**src/rtl/ccd_fifo_pkg.sv**
```systemverilog
// Shared sizing for the CCD sample FIFO: word width, address width, depth and watermark.
// Imported by the FIFO controller, its bus interface and the bench.
package ccd_fifo_pkg;

    localparam int CCD_DATA_WIDTH   = 16;
    localparam int CCD_ADDR_WIDTH   = 8;
    localparam int CCD_AFULL_THRESH = 224;

    function automatic int fifo_depth(input int addr_width);
        return 1 << addr_width;
    endfunction

    localparam int CCD_DEPTH = fifo_depth(CCD_ADDR_WIDTH);

endpackage

```
**src/rtl/ccd_fifo_ctrl_if.sv**
```systemverilog
// Sample-in / word-out handshake bundle for the CCD FIFO.
// The slave modport is the FIFO's view; the master modport is the view of its neighbours.
interface ccd_fifo_ctrl_if
    import ccd_fifo_pkg::*;
#(
    parameter int DATA_WIDTH = CCD_DATA_WIDTH
);

    logic [DATA_WIDTH-1:0] s_data;
    logic                  s_valid;
    logic                  s_ready;
    logic [DATA_WIDTH-1:0] m_data;
    logic                  m_valid;
    logic                  m_ready;

    modport slave (
        input  s_data, s_valid, m_ready,
        output s_ready, m_data, m_valid
    );

    modport master (
        output s_data, s_valid, m_ready,
        input  s_ready, m_data, m_valid
    );

endinterface

```
**src/rtl/ccd_fifo_ctrl_fifomem.sv**
```systemverilog
// Dual-port sample buffer: synchronous write, registered (1-cycle) read.
// The array has no reset; its contents are meaningless until written.
module fifomem #(
    parameter int DATASIZE = 16,
    parameter int ADDRSIZE = 8
) (
    input  logic                wclk,
    input  logic                wclken,
    input  logic                wfull,
    input  logic [ADDRSIZE-1:0] waddr,
    input  logic [DATASIZE-1:0] wdata,
    input  logic                rclk,
    input  logic                rclken,
    input  logic [ADDRSIZE-1:0] raddr,
    output logic [DATASIZE-1:0] rdata
);

    localparam int DEPTH = 1 << ADDRSIZE;

    logic [DATASIZE-1:0] mem [DEPTH];

    always_ff @(posedge wclk) begin
        if (wclken && !wfull) begin
            mem[waddr] <= wdata;
        end
    end

    always_ff @(posedge rclk) begin
        if (rclken) begin
            rdata <= mem[raddr];
        end
    end

endmodule

```
**src/rtl/ccd_fifo_ctrl.sv**
```systemverilog
// Single-clock FIFO controller in front of fifomem: pointers, occupancy, flags, sticky overflow.
// The read address is the next read pointer, so the registered read presents words first-word-fall-through.
module ccd_fifo_ctrl
    import ccd_fifo_pkg::*;
#(
    parameter int DATA_WIDTH   = CCD_DATA_WIDTH,
    parameter int ADDR_WIDTH   = CCD_ADDR_WIDTH,
    parameter int AFULL_THRESH = CCD_AFULL_THRESH
) (
    input  logic                clk,
    input  logic                rst_n,
    ccd_fifo_ctrl_if.slave      bus,
    input  logic                flush,
    input  logic                clear_ovf,
    output logic [ADDR_WIDTH:0] level,
    output logic                almost_full,
    output logic                overflow
);

    localparam int                  DEPTH     = fifo_depth(ADDR_WIDTH);
    localparam logic [ADDR_WIDTH:0] DEPTH_CNT = (ADDR_WIDTH + 1)'(DEPTH);
    localparam logic [ADDR_WIDTH:0] AFULL_CNT = (ADDR_WIDTH + 1)'(AFULL_THRESH);

    logic [ADDR_WIDTH:0] wptr;
    logic [ADDR_WIDTH:0] rptr;
    logic [ADDR_WIDTH:0] rptr_nxt;
    logic                m_valid_q;
    logic                full;
    logic                push;
    logic                pop;

    assign level       = wptr - rptr;
    assign full        = (level == DEPTH_CNT);
    assign almost_full = (level >= AFULL_CNT);

    assign bus.s_ready = !full && !flush;
    assign bus.m_valid = m_valid_q;

    assign push     = bus.s_valid && bus.s_ready;
    assign pop      = m_valid_q && bus.m_ready && !flush;
    assign rptr_nxt = rptr + {{ADDR_WIDTH{1'b0}}, pop};

    // m_valid looks only at the registered wptr: a word written this edge is readable one edge later.
    always_ff @(posedge clk or negedge rst_n) begin
        if (!rst_n) begin
            wptr      <= '0;
            rptr      <= '0;
            m_valid_q <= 1'b0;
        end else if (flush) begin
            wptr      <= '0;
            rptr      <= '0;
            m_valid_q <= 1'b0;
        end else begin
            wptr      <= wptr + {{ADDR_WIDTH{1'b0}}, push};
            rptr      <= rptr_nxt;
            m_valid_q <= (wptr != rptr_nxt);
        end
    end

    // A new drop outranks a clear in the same cycle.
    always_ff @(posedge clk or negedge rst_n) begin
        if (!rst_n) begin
            overflow <= 1'b0;
        end else if (bus.s_valid && !bus.s_ready) begin
            overflow <= 1'b1;
        end else if (clear_ovf) begin
            overflow <= 1'b0;
        end
    end

    fifomem #(
        .DATASIZE (DATA_WIDTH),
        .ADDRSIZE (ADDR_WIDTH)
    ) u_fifomem (
        .wclk   (clk),
        .wclken (push),
        .wfull  (full),
        .waddr  (wptr[ADDR_WIDTH-1:0]),
        .wdata  (bus.s_data),
        .rclk   (clk),
        .rclken (1'b1),
        .raddr  (rptr_nxt[ADDR_WIDTH-1:0]),
        .rdata  (bus.m_data)
    );

endmodule

```
**src/flat_wrapper.sv**
```systemverilog
// flat-port wrapper written by rule: the top's interface ports become plain ports
module ccd_fifo_ctrl_flat import ccd_fifo_pkg::*;
#(
    parameter int DATA_WIDTH   = CCD_DATA_WIDTH,
    parameter int ADDR_WIDTH   = CCD_ADDR_WIDTH,
    parameter int AFULL_THRESH = CCD_AFULL_THRESH
)
  (clk, rst_n, flush, clear_ovf, level, almost_full, overflow, bus_s_data, bus_s_valid, bus_m_ready, bus_s_ready, bus_m_data, bus_m_valid);
  ccd_fifo_ctrl_if #(.DATA_WIDTH(DATA_WIDTH)) bus_i ();
  input  logic clk;
  input  logic rst_n;
  input  logic flush;
  input  logic clear_ovf;
  output logic [ADDR_WIDTH:0] level;
  output logic almost_full;
  output logic overflow;
  input wire logic [$bits(bus_i.s_data)-1:0] bus_s_data;
  input wire logic [$bits(bus_i.s_valid)-1:0] bus_s_valid;
  input wire logic [$bits(bus_i.m_ready)-1:0] bus_m_ready;
  output wire logic [$bits(bus_i.s_ready)-1:0] bus_s_ready;
  output wire logic [$bits(bus_i.m_data)-1:0] bus_m_data;
  output wire logic [$bits(bus_i.m_valid)-1:0] bus_m_valid;
  assign bus_i.s_data = bus_s_data;
  assign bus_i.s_valid = bus_s_valid;
  assign bus_i.m_ready = bus_m_ready;
  assign bus_s_ready = bus_i.s_ready;
  assign bus_m_data = bus_i.m_data;
  assign bus_m_valid = bus_i.m_valid;
  ccd_fifo_ctrl #(.DATA_WIDTH(DATA_WIDTH), .ADDR_WIDTH(ADDR_WIDTH), .AFULL_THRESH(AFULL_THRESH)) u_core (.clk(clk), .rst_n(rst_n), .bus(bus_i), .flush(flush), .clear_ovf(clear_ovf), .level(level), .almost_full(almost_full), .overflow(overflow));
endmodule
```
**config.mk**
```make
export PLATFORM = sky130hd
export DESIGN_NAME = ccd_fifo_ctrl_flat
export DESIGN_NICKNAME = d
export VERILOG_FILES = /design/src/rtl/ccd_fifo_pkg.sv /design/src/rtl/ccd_fifo_ctrl_if.sv /design/src/rtl/ccd_fifo_ctrl_fifomem.sv /design/src/rtl/ccd_fifo_ctrl.sv /design/src/flat_wrapper.sv
export SDC_FILE = /design/constraint.sdc
export NUM_CORES = 2
export LEC_CHECK = 0
export ABC_AREA = 0
export BUFFER_PORTS_ARGS = -buffer_cell sky130_fd_sc_hd__buf_4
export CORE_MARGIN = 2
export CORE_UTILIZATION = 30
export CTS_CLUSTER_DIAMETER = 200
export CTS_CLUSTER_SIZE = 8
export DETAILED_ROUTE_END_ITERATION = 10
export GPL_ROUTABILITY_DRIVEN = 0
export GPL_TIMING_DRIVEN = 0
export PLACE_DENSITY = 0.45
export SYNTH_ARGS = -nofsm -noshare
export SYNTH_HDL_FRONTEND = slang
export SYNTH_SLANG_ARGS = --single-unit
```
**constraint.sdc**
```tcl
create_clock -name clk -period 9.8 [get_ports clk]
set_clock_uncertainty 0.2 [all_clocks]
set_input_delay 0.98 -clock clk [delete_from_list [all_inputs] [get_ports clk]]
set_output_delay 0.98 -clock clk [all_outputs]
set_load 0.005 [all_outputs]
```
==> run metrics <==
outcome finished, violations left; violated checks capacitance limit, slew limit; number of flip-flops and latches in the synthesized netlist 4132; cells resized by post-CTS repair 0; number of vias per cell 5.263; number of instances in the synthesized netlist 6991; asr flop ratio synth 0.4840%; fraction of the yosys area taken by sequential cells 77.95%; number of max-slew violations in the final report 31; synthesized area 158800 µm²; worst setup slack for register-to-register paths 1.91 ns; kind of capture point of the worst setup path flip-flop; Fin. Hold Viols 0; total of hold buffers inserted after clock tree synthesis 4; initial detailed-routing violation count 9942; clock buffer count from CTS 587; maximum vdd drop 194.2 µV; half-perimeter wire length after detailed placement 358900 µm; leakage power of the design 56.65 nW; GRT overflow 0; Worst Path Class, Setup in2reg; net count reported at finish 8001; Finished Core Util 36.16%; number of port buffers 50; Total Die Area 535300 µm²; final period demand of the worst path 8.496 ns; antenna violations before repair 54; Cell Rows 267; vertical die dimension 731.7 µm; biggest fanout along the worst timing path 11; peak per-stage delay on the critical path 1.40 ns; count of flip-flops with a built-in enable after synthesis 4096; number of detailed-routing iterations run before antenna repair 6; post-route antenna net violation count 0; count of warnings emitted by yosys 0; CTS tree yes; setup fix buffers added after clock tree synthesis 0; overall via count from detail_route 79370; share of post-route cells with drive strength above 1 31.66%; worst hold path type in2reg; dominant cell type by area after synthesis sky130_fd_sc_hd__edfxtp_1; portion of the clock cycle consumed by the worst path in the final layout 86.69%; post-synthesis net count 7026; CTS sink cnt 4132; later-pin clock latency in the skew report 1.06 ns; Critical Path, Cell by Cell dlygate4sd3_1 > buf_4 > clkbuf_1 > nor2_1 > ha_1 > ha_1 > buf_2 > clkbuf_2 > clkbuf_2 > clkbuf_1 > mux4_2 > mux2i_1 > o22ai_1 > nor4_1 > nand2_1 > and4_1; cells taking the most area after synthesis sky130_fd_sc_hd__edfxtp_1, sky130_fd_sc_hd__mux4_2, sky130_fd_sc_hd__mux2i_1, sky130_fd_sc_hd__o22ai_1, sky130_fd_sc_hd__nor2_1; max-cap viol count 9; leading register cell type out of synthesis sky130_fd_sc_hd__edfxtp_1; Setup Viol. Count Final 0; Clk pin slew, worst setup/hold paths 0.05 ns; I/O pins 51; distinct cell type count after synthesis 61; Register Area 123800 µm²; Relative slew margins -9.119%; total detailed-routing wirelength 522400 µm; area taken by multi-input logic gates 34220 µm²; highest clock rate 117.7 MHz; highest-delay cell along the critical path sky130_fd_sc_hd__nor4_1; average detailed-routed wire length per instance 34.64 µm; CP required 10.49 ns; setup repair after global routing missed its margin no; Clock Tree Buf Depth 4; number of H-tree levels 6; PwrDens 206.2 nW/µm²; number of remaining DRC errors 0; Root Buffer Master sky130_fd_sc_hd__clkbuf_16; Die X 731.7 µm; accumulated negative setup slack 0 ns; synthesized area divided by synthesized cell count 22.72 µm²; first-pass GRT wire length 704300 µm; global-route total usage across every layer 19.06%; arrival time at the worst endpoint 9.19 ns; Non-Filler Cell Area, Final 191000 µm²; placed cell area 174800 µm²; slew at the pin closest to its max-slew limit 1.637 ns; Core ar. 528200 µm²; vias in the first global route 81650; Synth top area share 77.43%; final-layout fill cell count 47960; Area growth syn-to-layout 20.24%; maximum number of pins on one net before global-route repair 157; starting utilization of the core area 30.08%; critical path launch point type input pin
[sequential cells by signal, indices dropped and copies added, names as in the netlist]
register	count
u_core.u_fifomem.mem	4096
u_core.u_fifomem.rdata	16
u_core.rptr	9
u_core.wptr	9
u_core.bus.m_valid	1
u_core.overflow	1
[where the power goes]
part	switching, mW	leakage [nW]	internal [mW]
Combinational	1.03	11.6	0.517
Sequential	0.00588	37.2	19.5
Clock	7.55	7.82	10.8
[cells by family (layout without fill, tap and decap cells)]
kind of cell,Yosys count,after routing,share of synthesized area [%]
flops,4132,4132,77.95
mux,1537,1537,17.75
simple gates,579,579,1.636
buf+inv,402,1471,1.096
compound gates,302,302,1.312
xor+xnor,26,26,0.1481
fa+ha+maj,13,13,0.1071
other cells,0,25,0
[critical path: cells and delay by family]
kind,cells,cell delay (ns)
compound gates,1,0.50
fa+ha+maj,2,0.59
buf+inv,7,3.89
mux,2,0.91
simple gates,4,2.21
[cell usage in the layout, fill, tap and decap left out, types with 28 or more instances in the layout]
cell type / synthesis / layout
sky130_fd_sc_hd__buf_8: 0 / 211
sky130_fd_sc_hd__o22ai_1: 257 / 255
sky130_fd_sc_hd__buf_1: 54 / 35
sky130_fd_sc_hd__mux4_2: 1024 / 1024
sky130_fd_sc_hd__buf_2: 123 / 144
sky130_fd_sc_hd__nor2_1: 277 / 37
sky130_fd_sc_hd__nor4_1: 66 / 40
sky130_fd_sc_hd__nor2_2: 0 / 240
sky130_fd_sc_hd__buf_16: 0 / 81
sky130_fd_sc_hd__buf_4: 7 / 59
sky130_fd_sc_hd__nand2_1: 140 / 139
sky130_fd_sc_hd__buf_6: 7 / 40
sky130_fd_sc_hd__mux2i_1: 513 / 513
sky130_fd_sc_hd__edfxtp_1: 4096 / 4096
sky130_fd_sc_hd__clkbuf_1: 195 / 200
sky130_fd_sc_hd__clkbuf_16: 0 / 592
sky130_fd_sc_hd__clkbuf_2: 0 / 28
[final timing paths]
| check | start | to | depth (start not counted) |
|---|---|---|---|
| worst max-delay path | flush | u_core.u_fifomem.rdata[13]$_DFF_P_ | 16 |
| worst min-delay path | bus_s_data[4] | u_core.u_fifomem.mem[223][4]$_DFFE_PP_ | 1 |
| worst max register to register | u_core.bus.m_valid$_DFF_PN0_ | u_core.u_fifomem.rdata[13]$_DFF_P_ | 14 |
| worst min register to register | u_core.rptr[8]$_DFF_PN0_ | u_core.rptr[8]$_DFF_PN0_ | 2 |
| max in group asynchronous | rst_n | u_core.bus.m_valid$_DFF_PN0_ | 2 |
| min in group asynchronous | rst_n | u_core.wptr[6]$_DFF_PN0_ | 2 |
[layer usage]
metal / GRT usage, % / share of wire, % / up-vias
met1: 26.00 / 42 / 43740
met5: 0 / 0.020 / -
met4: 6.518 / 3.6 / 10
met2: 30.40 / 47 / 3284
met3: 3.949 / 7.5 / 787
li1: - / - / 31540
[per-stage QoR]
stage	power, mW	worst slack, ns	hold slack (ns)	instances
after detailed placement	21.38	0.9698	0.3225	14370
after global placement	21.31	-0.5487	0.3247	14040
final	39.38	1.304	0.09583	15080
after global routing	40.46	1.385	0.06759	15060
after floorplan	20.49	5.139	0.3031	6991
after CTS	39.75	1.610	0.01264	15050
[layout make-up]
class,instances,share of cell area (%)
Multi-Input combinational cell,2457,17.92
Tap cell,6994,4.582
Clock buffer,625,7.821
Buffer,386,0.9112
Timing Repair Buffer,386,3.283
Sequential cell,4132,64.83
Clock inverter,58,0.5929
Inverter,16,0.03144
Antenna cell,25,0.03275
[cells in the mapped netlist (15+ instances only)]
| library cell | count |
|---|---|
| sky130_fd_sc_hd__dfrtp_1 | 20 |
| sky130_fd_sc_hd__and4_1 | 18 |
| sky130_fd_sc_hd__buf_2 | 123 |
| sky130_fd_sc_hd__o22ai_1 | 257 |
| sky130_fd_sc_hd__dfxtp_1 | 16 |
| sky130_fd_sc_hd__nor2_1 | 277 |
| sky130_fd_sc_hd__clkbuf_1 | 195 |
| sky130_fd_sc_hd__mux4_2 | 1024 |
| sky130_fd_sc_hd__xnor2_1 | 16 |
| sky130_fd_sc_hd__buf_1 | 54 |
| sky130_fd_sc_hd__edfxtp_1 | 4096 |
| sky130_fd_sc_hd__mux2i_1 | 513 |
| sky130_fd_sc_hd__nand2_1 | 140 |
| sky130_fd_sc_hd__inv_1 | 15 |
| sky130_fd_sc_hd__nor4_1 | 66 |
| sky130_fd_sc_hd__nor3_1 | 31 |
Power figures use the tool's default switching activity.
